<file path="config.mk">
export PLATFORM = sky130hd
export DESIGN_NAME = cache_stage_reg
export DESIGN_NICKNAME = d
export VERILOG_FILES = /design/src/rtl/cache_stage_reg_pkg.sv /design/src/rtl/cache_stage_reg_slot.sv /design/src/rtl/cache_stage_reg.sv
export SDC_FILE = /design/constraint.sdc
export NUM_CORES = 1
export LEC_CHECK = 0
export BUFFER_PORTS_ARGS = -buffer_cell sky130_fd_sc_hd__buf_2
export CORE_ASPECT_RATIO = 1.4
export CORE_MARGIN = 1.5
export CORE_UTILIZATION = 59
export DETAILED_ROUTE_END_ITERATION = 7
export GPL_ROUTABILITY_DRIVEN = 0
export GPL_TIMING_DRIVEN = 1
export PLACE_DENSITY = 0.86
export SYNTH_ARGS = -nofsm -noshare
export SYNTH_HDL_FRONTEND = slang
export SYNTH_HIERARCHICAL = 1
export SYNTH_SLANG_ARGS = --single-unit
export TNS_END_PERCENT = 100
</file>
<file path="constraint.sdc">
create_clock -name clk -period 5.1 [get_ports clk]
set_input_delay 0.255 -clock clk [delete_from_list [all_inputs] [get_ports clk]]
set_output_delay 0.255 -clock clk [all_outputs]
set_load 0.05 [all_outputs]
</file>
<file path="src/rtl/cache_stage_reg_pkg.sv">
`timescale 1ns/1ps
`default_nettype none
// ============================================================================
// Module  : cache_stage_reg_pkg
// Purpose : Shared defaults and helpers for the cache pipeline stage register.
//           Holds the default field widths, the payload field order and a
//           multi-hot detector used for the way_err flag.
// Ports   : (package, none)
// Revision: 1.0 - initial release
// ============================================================================
package cache_stage_reg_pkg;

  // Default field widths; the stage module overrides these via parameters.
  localparam int TAG_W_DEF    = 20;
  localparam int INDEX_W_DEF  = 6;
  localparam int OFFSET_W_DEF = 6;
  localparam int WORD_W_DEF   = 32;
  localparam int WAY_NUM_DEF  = 4;

  // Widest way vector the multi-hot helper can inspect.
  localparam int MAX_WAY = 32;

  // Payload field order, MSB to LSB:
  //   {wr, tag, index, offset, store_data, hit_en, rd_mem_en, replace_en}
  function automatic int payload_width(input int tag_w, input int index_w,
                                       input int offset_w, input int word_w,
                                       input int way_num);
    return 2 + tag_w + index_w + offset_w + word_w + 2 * way_num;
  endfunction

  // True when more than one bit is set: clearing the lowest set bit
  // leaves something behind.
  function automatic logic multi_hot(input logic [MAX_WAY-1:0] v);
    logic [MAX_WAY-1:0] one;
    one = {{(MAX_WAY-1){1'b0}}, 1'b1};
    return (v & (v - one)) != '0;
  endfunction

endpackage : cache_stage_reg_pkg
`default_nettype wire

</file>
<file path="src/rtl/cache_stage_reg_slot.sv">
`timescale 1ns/1ps
`default_nettype none
// ============================================================================
// Module  : cache_stage_slot
// Purpose : One storage slot of the stage: a valid bit updated every cycle
//           and a payload register that only loads when told to.
// Ports   : clk, rst      - clock, asynchronous active-high reset
//           valid_d       - next value of the valid bit
//           load, data_d  - payload load enable and data
//           valid, data   - registered valid and payload
// Revision: 1.0 - initial release
// ============================================================================
module cache_stage_slot #(
  parameter int W = 8
) (
  input  logic         clk,
  input  logic         rst,
  input  logic         valid_d,
  input  logic         load,
  input  logic [W-1:0] data_d,
  output logic         valid,
  output logic [W-1:0] data
);

  always_ff @(posedge clk or posedge rst) begin
    if (rst) begin
      valid <= 1'b0;
      data  <= '0;
    end else begin
      valid <= valid_d;
      if (load) begin
        data <= data_d;
      end
    end
  end

endmodule : cache_stage_slot
`default_nettype wire

</file>
<file path="src/rtl/cache_stage_reg.sv">
`timescale 1ns/1ps
`default_nettype none
// ============================================================================
// Module  : cache_stage_reg
// Purpose : Valid/ready pipeline register between cache lookup and the
//           refill/store stage. SKID_EN=1 gives a two-entry skid buffer with
//           a registered in_ready; SKID_EN=0 gives a single register whose
//           in_ready looks through to out_ready.
// Ports   : clk, rst, flush          - clock, async reset, sync drop-all
//           in_valid/in_ready/in_*   - upstream handshake and payload
//           out_valid/out_ready/out_*- downstream handshake and payload
//           occupancy                - number of held entries (0..2)
//           way_err                  - head entry has a multi-hot hit or
//                                      replace vector
// Revision: 1.0 - initial release
// ============================================================================
module cache_stage_reg
  import cache_stage_reg_pkg::*;
#(
  parameter int TAG_W    = TAG_W_DEF,
  parameter int INDEX_W  = INDEX_W_DEF,
  parameter int OFFSET_W = OFFSET_W_DEF,
  parameter int WORD_W   = WORD_W_DEF,
  parameter int WAY_NUM  = WAY_NUM_DEF,
  parameter bit SKID_EN  = 1'b1
) (
  input  logic                clk,
  input  logic                rst,
  input  logic                flush,
  input  logic                in_valid,
  output logic                in_ready,
  input  logic                in_wr,
  input  logic [TAG_W-1:0]    in_tag,
  input  logic [INDEX_W-1:0]  in_index,
  input  logic [OFFSET_W-1:0] in_offset,
  input  logic [WORD_W-1:0]   in_store_data,
  input  logic [WAY_NUM-1:0]  in_hit_en,
  input  logic                in_rd_mem_en,
  input  logic [WAY_NUM-1:0]  in_replace_en,
  output logic                out_valid,
  input  logic                out_ready,
  output logic                out_wr,
  output logic [TAG_W-1:0]    out_tag,
  output logic [INDEX_W-1:0]  out_index,
  output logic [OFFSET_W-1:0] out_offset,
  output logic [WORD_W-1:0]   out_store_data,
  output logic [WAY_NUM-1:0]  out_hit_en,
  output logic                out_rd_mem_en,
  output logic [WAY_NUM-1:0]  out_replace_en,
  output logic [1:0]          occupancy,
  output logic                way_err
);

  localparam int PW       = payload_width(TAG_W, INDEX_W, OFFSET_W, WORD_W, WAY_NUM);
  localparam int REP_LSB  = 0;
  localparam int RD_BIT   = WAY_NUM;
  localparam int HIT_LSB  = WAY_NUM + 1;
  localparam int DATA_LSB = 2 * WAY_NUM + 1;
  localparam int OFF_LSB  = DATA_LSB + WORD_W;
  localparam int IDX_LSB  = OFF_LSB + OFFSET_W;
  localparam int TAG_LSB  = IDX_LSB + INDEX_W;
  localparam int WR_BIT   = TAG_LSB + TAG_W;

  logic [PW-1:0] in_payload;
  logic [PW-1:0] main_src;
  logic [PW-1:0] main_data;
  logic          main_valid;
  logic          main_valid_d;
  logic          main_load;
  logic          in_xfer;
  logic          out_xfer;
  logic          err_calc;
  logic          err_q;

  assign in_payload = {in_wr, in_tag, in_index, in_offset, in_store_data,
                       in_hit_en, in_rd_mem_en, in_replace_en};

  assign in_xfer  = in_valid && in_ready && !flush;
  assign out_xfer = main_valid && out_ready;

  // Head (main) entry.
  cache_stage_slot #(.W(PW)) u_main (
    .clk     (clk),
    .rst     (rst),
    .valid_d (main_valid_d),
    .load    (main_load),
    .data_d  (main_src),
    .valid   (main_valid),
    .data    (main_data)
  );

  generate
    if (SKID_EN) begin : g_skid
      logic          skid_valid;
      logic          skid_valid_d;
      logic          skid_load;
      logic [PW-1:0] skid_data;

      cache_stage_slot #(.W(PW)) u_skid (
        .clk     (clk),
        .rst     (rst),
        .valid_d (skid_valid_d),
        .load    (skid_load),
        .data_d  (in_payload),
        .valid   (skid_valid),
        .data    (skid_data)
      );

      // Ready depends only on the registered skid flag, breaking the
      // combinational out_ready -> in_ready path.
      assign in_ready  = !skid_valid;
      assign occupancy = {1'b0, main_valid} + {1'b0, skid_valid};

      always_comb begin
        main_load    = 1'b0;
        main_valid_d = main_valid;
        main_src     = in_payload;
        skid_load    = 1'b0;
        skid_valid_d = skid_valid;
        if (flush) begin
          main_valid_d = 1'b0;
          skid_valid_d = 1'b0;
        end else if (out_xfer) begin
          if (skid_valid) begin
            // in_ready is low while the skid is full, so no input competes.
            main_load    = 1'b1;
            main_src     = skid_data;
            main_valid_d = 1'b1;
            skid_valid_d = 1'b0;
          end else if (in_xfer) begin
            main_load    = 1'b1;
            main_valid_d = 1'b1;
          end else begin
            main_valid_d = 1'b0;
          end
        end else if (in_xfer) begin
          // Skid is only ever occupied behind a valid main entry.
          if (!main_valid) begin
            main_load    = 1'b1;
            main_valid_d = 1'b1;
          end else begin
            skid_load    = 1'b1;
            skid_valid_d = 1'b1;
          end
        end
      end
    end else begin : g_no_skid
      assign in_ready  = !main_valid || out_ready;
      assign occupancy = {1'b0, main_valid};

      always_comb begin
        main_load    = 1'b0;
        main_valid_d = main_valid;
        main_src     = in_payload;
        if (flush) begin
          main_valid_d = 1'b0;
        end else if (in_xfer) begin
          main_load    = 1'b1;
          main_valid_d = 1'b1;
        end else if (out_xfer) begin
          main_valid_d = 1'b0;
        end
      end
    end
  endgenerate

  // way_err is evaluated on whatever is being written into the head.
  always_comb begin
    logic [MAX_WAY-1:0] hit_ext;
    logic [MAX_WAY-1:0] rep_ext;
    hit_ext = '0;
    rep_ext = '0;
    hit_ext[WAY_NUM-1:0] = main_src[HIT_LSB +: WAY_NUM];
    rep_ext[WAY_NUM-1:0] = main_src[REP_LSB +: WAY_NUM];
    err_calc = multi_hot(hit_ext) || multi_hot(rep_ext);
  end

  // Cleared whenever the head goes empty so it never outlives its entry.
  always_ff @(posedge clk or posedge rst) begin
    if (rst) begin
      err_q <= 1'b0;
    end else if (!main_valid_d) begin
      err_q <= 1'b0;
    end else if (main_load) begin
      err_q <= err_calc;
    end
  end

  assign way_err        = err_q;
  assign out_valid      = main_valid;
  assign out_wr         = main_data[WR_BIT];
  assign out_tag        = main_data[TAG_LSB +: TAG_W];
  assign out_index      = main_data[IDX_LSB +: INDEX_W];
  assign out_offset     = main_data[OFF_LSB +: OFFSET_W];
  assign out_store_data = main_data[DATA_LSB +: WORD_W];
  assign out_hit_en     = main_data[HIT_LSB +: WAY_NUM];
  assign out_rd_mem_en  = main_data[RD_BIT];
  assign out_replace_en = main_data[REP_LSB +: WAY_NUM];

endmodule : cache_stage_reg
`default_nettype wire

</file>
==> impl_metrics.tcl <==
set metrics [dict create \
    max_slew_margin 0.424 \
    fmax_mhz 370 \
    synth_cell_types 28 \
    crit_path_end_kind "register" \
    regToRegSetupSlack_ns 2.40 \
    io_pins 158 \
    setup_ws_ns 2.40 \
    required_ns 5.39 \
    routed_wl_um 15100 \
    outcome "finished, final reports clean" \
    yosysWarningCount 6 \
    critPathCapture "g_skid.u_skid/data[31]" \
    antenna_found_initial 0 \
    synth_ff_type "dfrtp_1" \
    syn_avg_cell_area_um2 16.5 \
    cap_violations 0 \
    synth_area_leaders "dfrtp_1, mux2_4, mux2_1, mux2_2, buf_6" \
    worst_slew_pin_slew_ns 0.864 \
    antenna_left 0 \
    p_per_area_mw_per_mm2 495 \
    cts.path.max_buffers 2 \
    synthArstFlopShare 1.00 \
    synth-edff-count 0 \
    start_kind "register" \
    die_y_um 134 \
    rr_startpoint "g_skid.u_skid/valid" \
    placed_area_mm2 0.00804 \
    die_width_um 96.3 \
    hold_class "primary input to register" \
    drt_iter0_drc 135 \
    min_period_over_period 0.530 \
    dp_slack_ns 2.41 \
    area_delta_synth_final_pct 20.1 \
    path_cells "inv_1, nand2_1, nor3_2, buf_4, buf_4, mux2_2" \
    viasPerCell 5.66 \
    cp.depth 6 \
    fin_nets 676 \
    worst-path-buf-inv 3 \
    routedWlPerCell_um 20.0 \
    path_class "register to register" \
    cts_sinks 151 \
    synth_area_mm2 0.00719 \
    dr.pass1.iters 4 \
    insertion_delay_ns 0.41 \
    fin_crit_ns 2.70 \
    cts.clk_slew.worst_paths_ns 0.06 \
    cts_setup_buffers 0 \
    die-area_mm2 0.0129 \
    vias 4274 \
    setup-tns-final_ns 0 \
    combPwrFrac 0.310 \
    synth_seq_area_share 0.525 \
    drv_slew 0 \
    critPathArrivalTime_ns 2.99 \
    yosysTopAreaCell "dfrtp_1" \
    slowest_stage "buf_4" \
    final_cell_mix "buf_2, dfrtp_1, mux2_4" \
    syn_nets 517 \
    reg2reg_to "g_skid.u_skid/data[31]" \
    whs_ns 0.0874 \
    gr-usage-all-layers 0.248 \
    final_common_cell "buf_2" \
    fill_cells 762 \
    io_buffer_count 157 \
    grt_pass1_wl_um 24300 \
    path_delay_family "buffers and inverters" \
    grt_pass1_vias 4739 \
    slowest_delay_ns 0.70 \
    core_mm2 0.0119 \
    r2r_cells 6 \
    rsz0062_at_grt "false" \
    start_util 0.606 \
    cts_tree "yes" \
    fin_area_mm2 0.00864 \
    fin_worst_skew_ns 0.0101 \
    grt_overflow 0 \
    dp_hpwl_um 9630 \
    seq_power_share 0.401 \
    n_antenna_cell 0 \
    row_count 47 \
    startpoint "g_skid.u_skid/valid" \
    finalNonFillerCells 755 \
    leakage_nw 4.15 \
    swShare 0.345 \
    root_buffer "clkbuf_16" \
    drive_above_1_share 0.582 \
    htreeDepth 4 \
    p_int_mw 2.80 \
    synth_seq_cells 151 \
    cp_max_fo 40 \
    setup_violations 0 \
    grt_max_degree 76 \
    p_switching_mw 1.48 \
    syn_inst 436 \
    drc 0 \
    numCtsBuffers 17 \
    crit_top_cell "buf_4" \
    hold_viol 0 \
    ir_drop_v 0.000222 \
    yosysTopAreaCellShare 0.525 \
    dp_cells 722 \
    power.share.clock 0.289 \
]
==> stage by stage <==
stage          total power [mW]  utilization
2_1_floorplan              2.73            -
3_3_place_gp               3.00        0.677
3_5_place_dp               3.05        0.677
4_1_cts                    4.31        0.727
5_1_grt                    4.45        0.727
6_report                   4.28        0.727
==> cell type report <==
cell class / instances / area, um2 / area share
Timing Repair Buffer: 164 / 853 / 0.0988
Clock buffer: 18 / 439 / 0.0508
Inverter: 5 / 21.3 / 0.00246
Tap cell: 147 / 184 / 0.0213
Sequential cell: 151 / 3780 / 0.437
Clock inverter: 14 / 148 / 0.0171
Multi-Input combinational cell: 256 / 3210 / 0.372
==> how the worst min path moves through the flow <==
stage | to | slack (ns) | cells after the start | startpoint
after detailed placement | way_err | 0.13 | 2 | rst
final | g_skid.u_skid/data[9] | 0.09 | 2 | in_store_data[0]
after global placement | way_err | 0.12 | 2 | rst
after floorplan | way_err | -0.02 | 1 | rst
after CTS | g_skid.u_skid/data[9] | 0.07 | 2 | in_store_data[0]
after global routing | g_skid.u_skid/data[57] | 0.08 | 2 | in_tag[4]
==> state kept, by name, summed over array words and instances (netlist names) <==
name	count
g_skid.u_skid/data	74
u_main/data	74
g_skid.u_skid/valid	1
u_main/valid	1
way_err	1
==> synth_stat cells, types with 2 or more instances <==
| master | n |
|---|---|
| dfrtp_1 | 151 |
| ha_1 | 2 |
| mux2_2 | 34 |
| a21oi_1 | 4 |
| buf_2 | 9 |
| o21ai_0 | 5 |
| nand2_1 | 4 |
| mux2_4 | 120 |
| inv_1 | 5 |
| nand2b_1 | 2 |
| buf_6 | 14 |
| mux2_1 | 68 |
| o31ai_1 | 3 |
==> cells by family after synthesis <==
logic type	Yosys count	synth area share
AO/OA/AOI/OAI	20	0.0198
adder cells (fa/ha/maj)	2	0.00348
buffers and inverters	29	0.0318
flip-flops	151	0.525
multiplexers	222	0.410
AND/OR/NAND/NOR	12	0.00956
==> layer usage <==
metal / track usage / up-vias / wire length, um
met5: 0 / - / 0
met4: 0.101 / 0 / 338
met3: 0.0462 / 31 / 520
met2: 0.415 / 123 / 7910
met1: 0.313 / 2227 / 6360
li1: - / 1893 / -
==> power groups by stage <==
stage	logic (mW)	registers, mW	clock network, mW
floorplan	0.550	2.18	0
global placement	1.29	1.71	0
detailed placement	1.32	1.72	0
CTS	1.33	1.72	1.26
global route	1.39	1.75	1.31
finish	1.33	1.72	1.23
==> what timing repair did <==
action                                 4_1_cts  5_1_grt
hold buffers                                 1        0
endpoints found under the hold margin       43        0
gates resized for setup                      0        0
(Power assumes the default switching activity.)
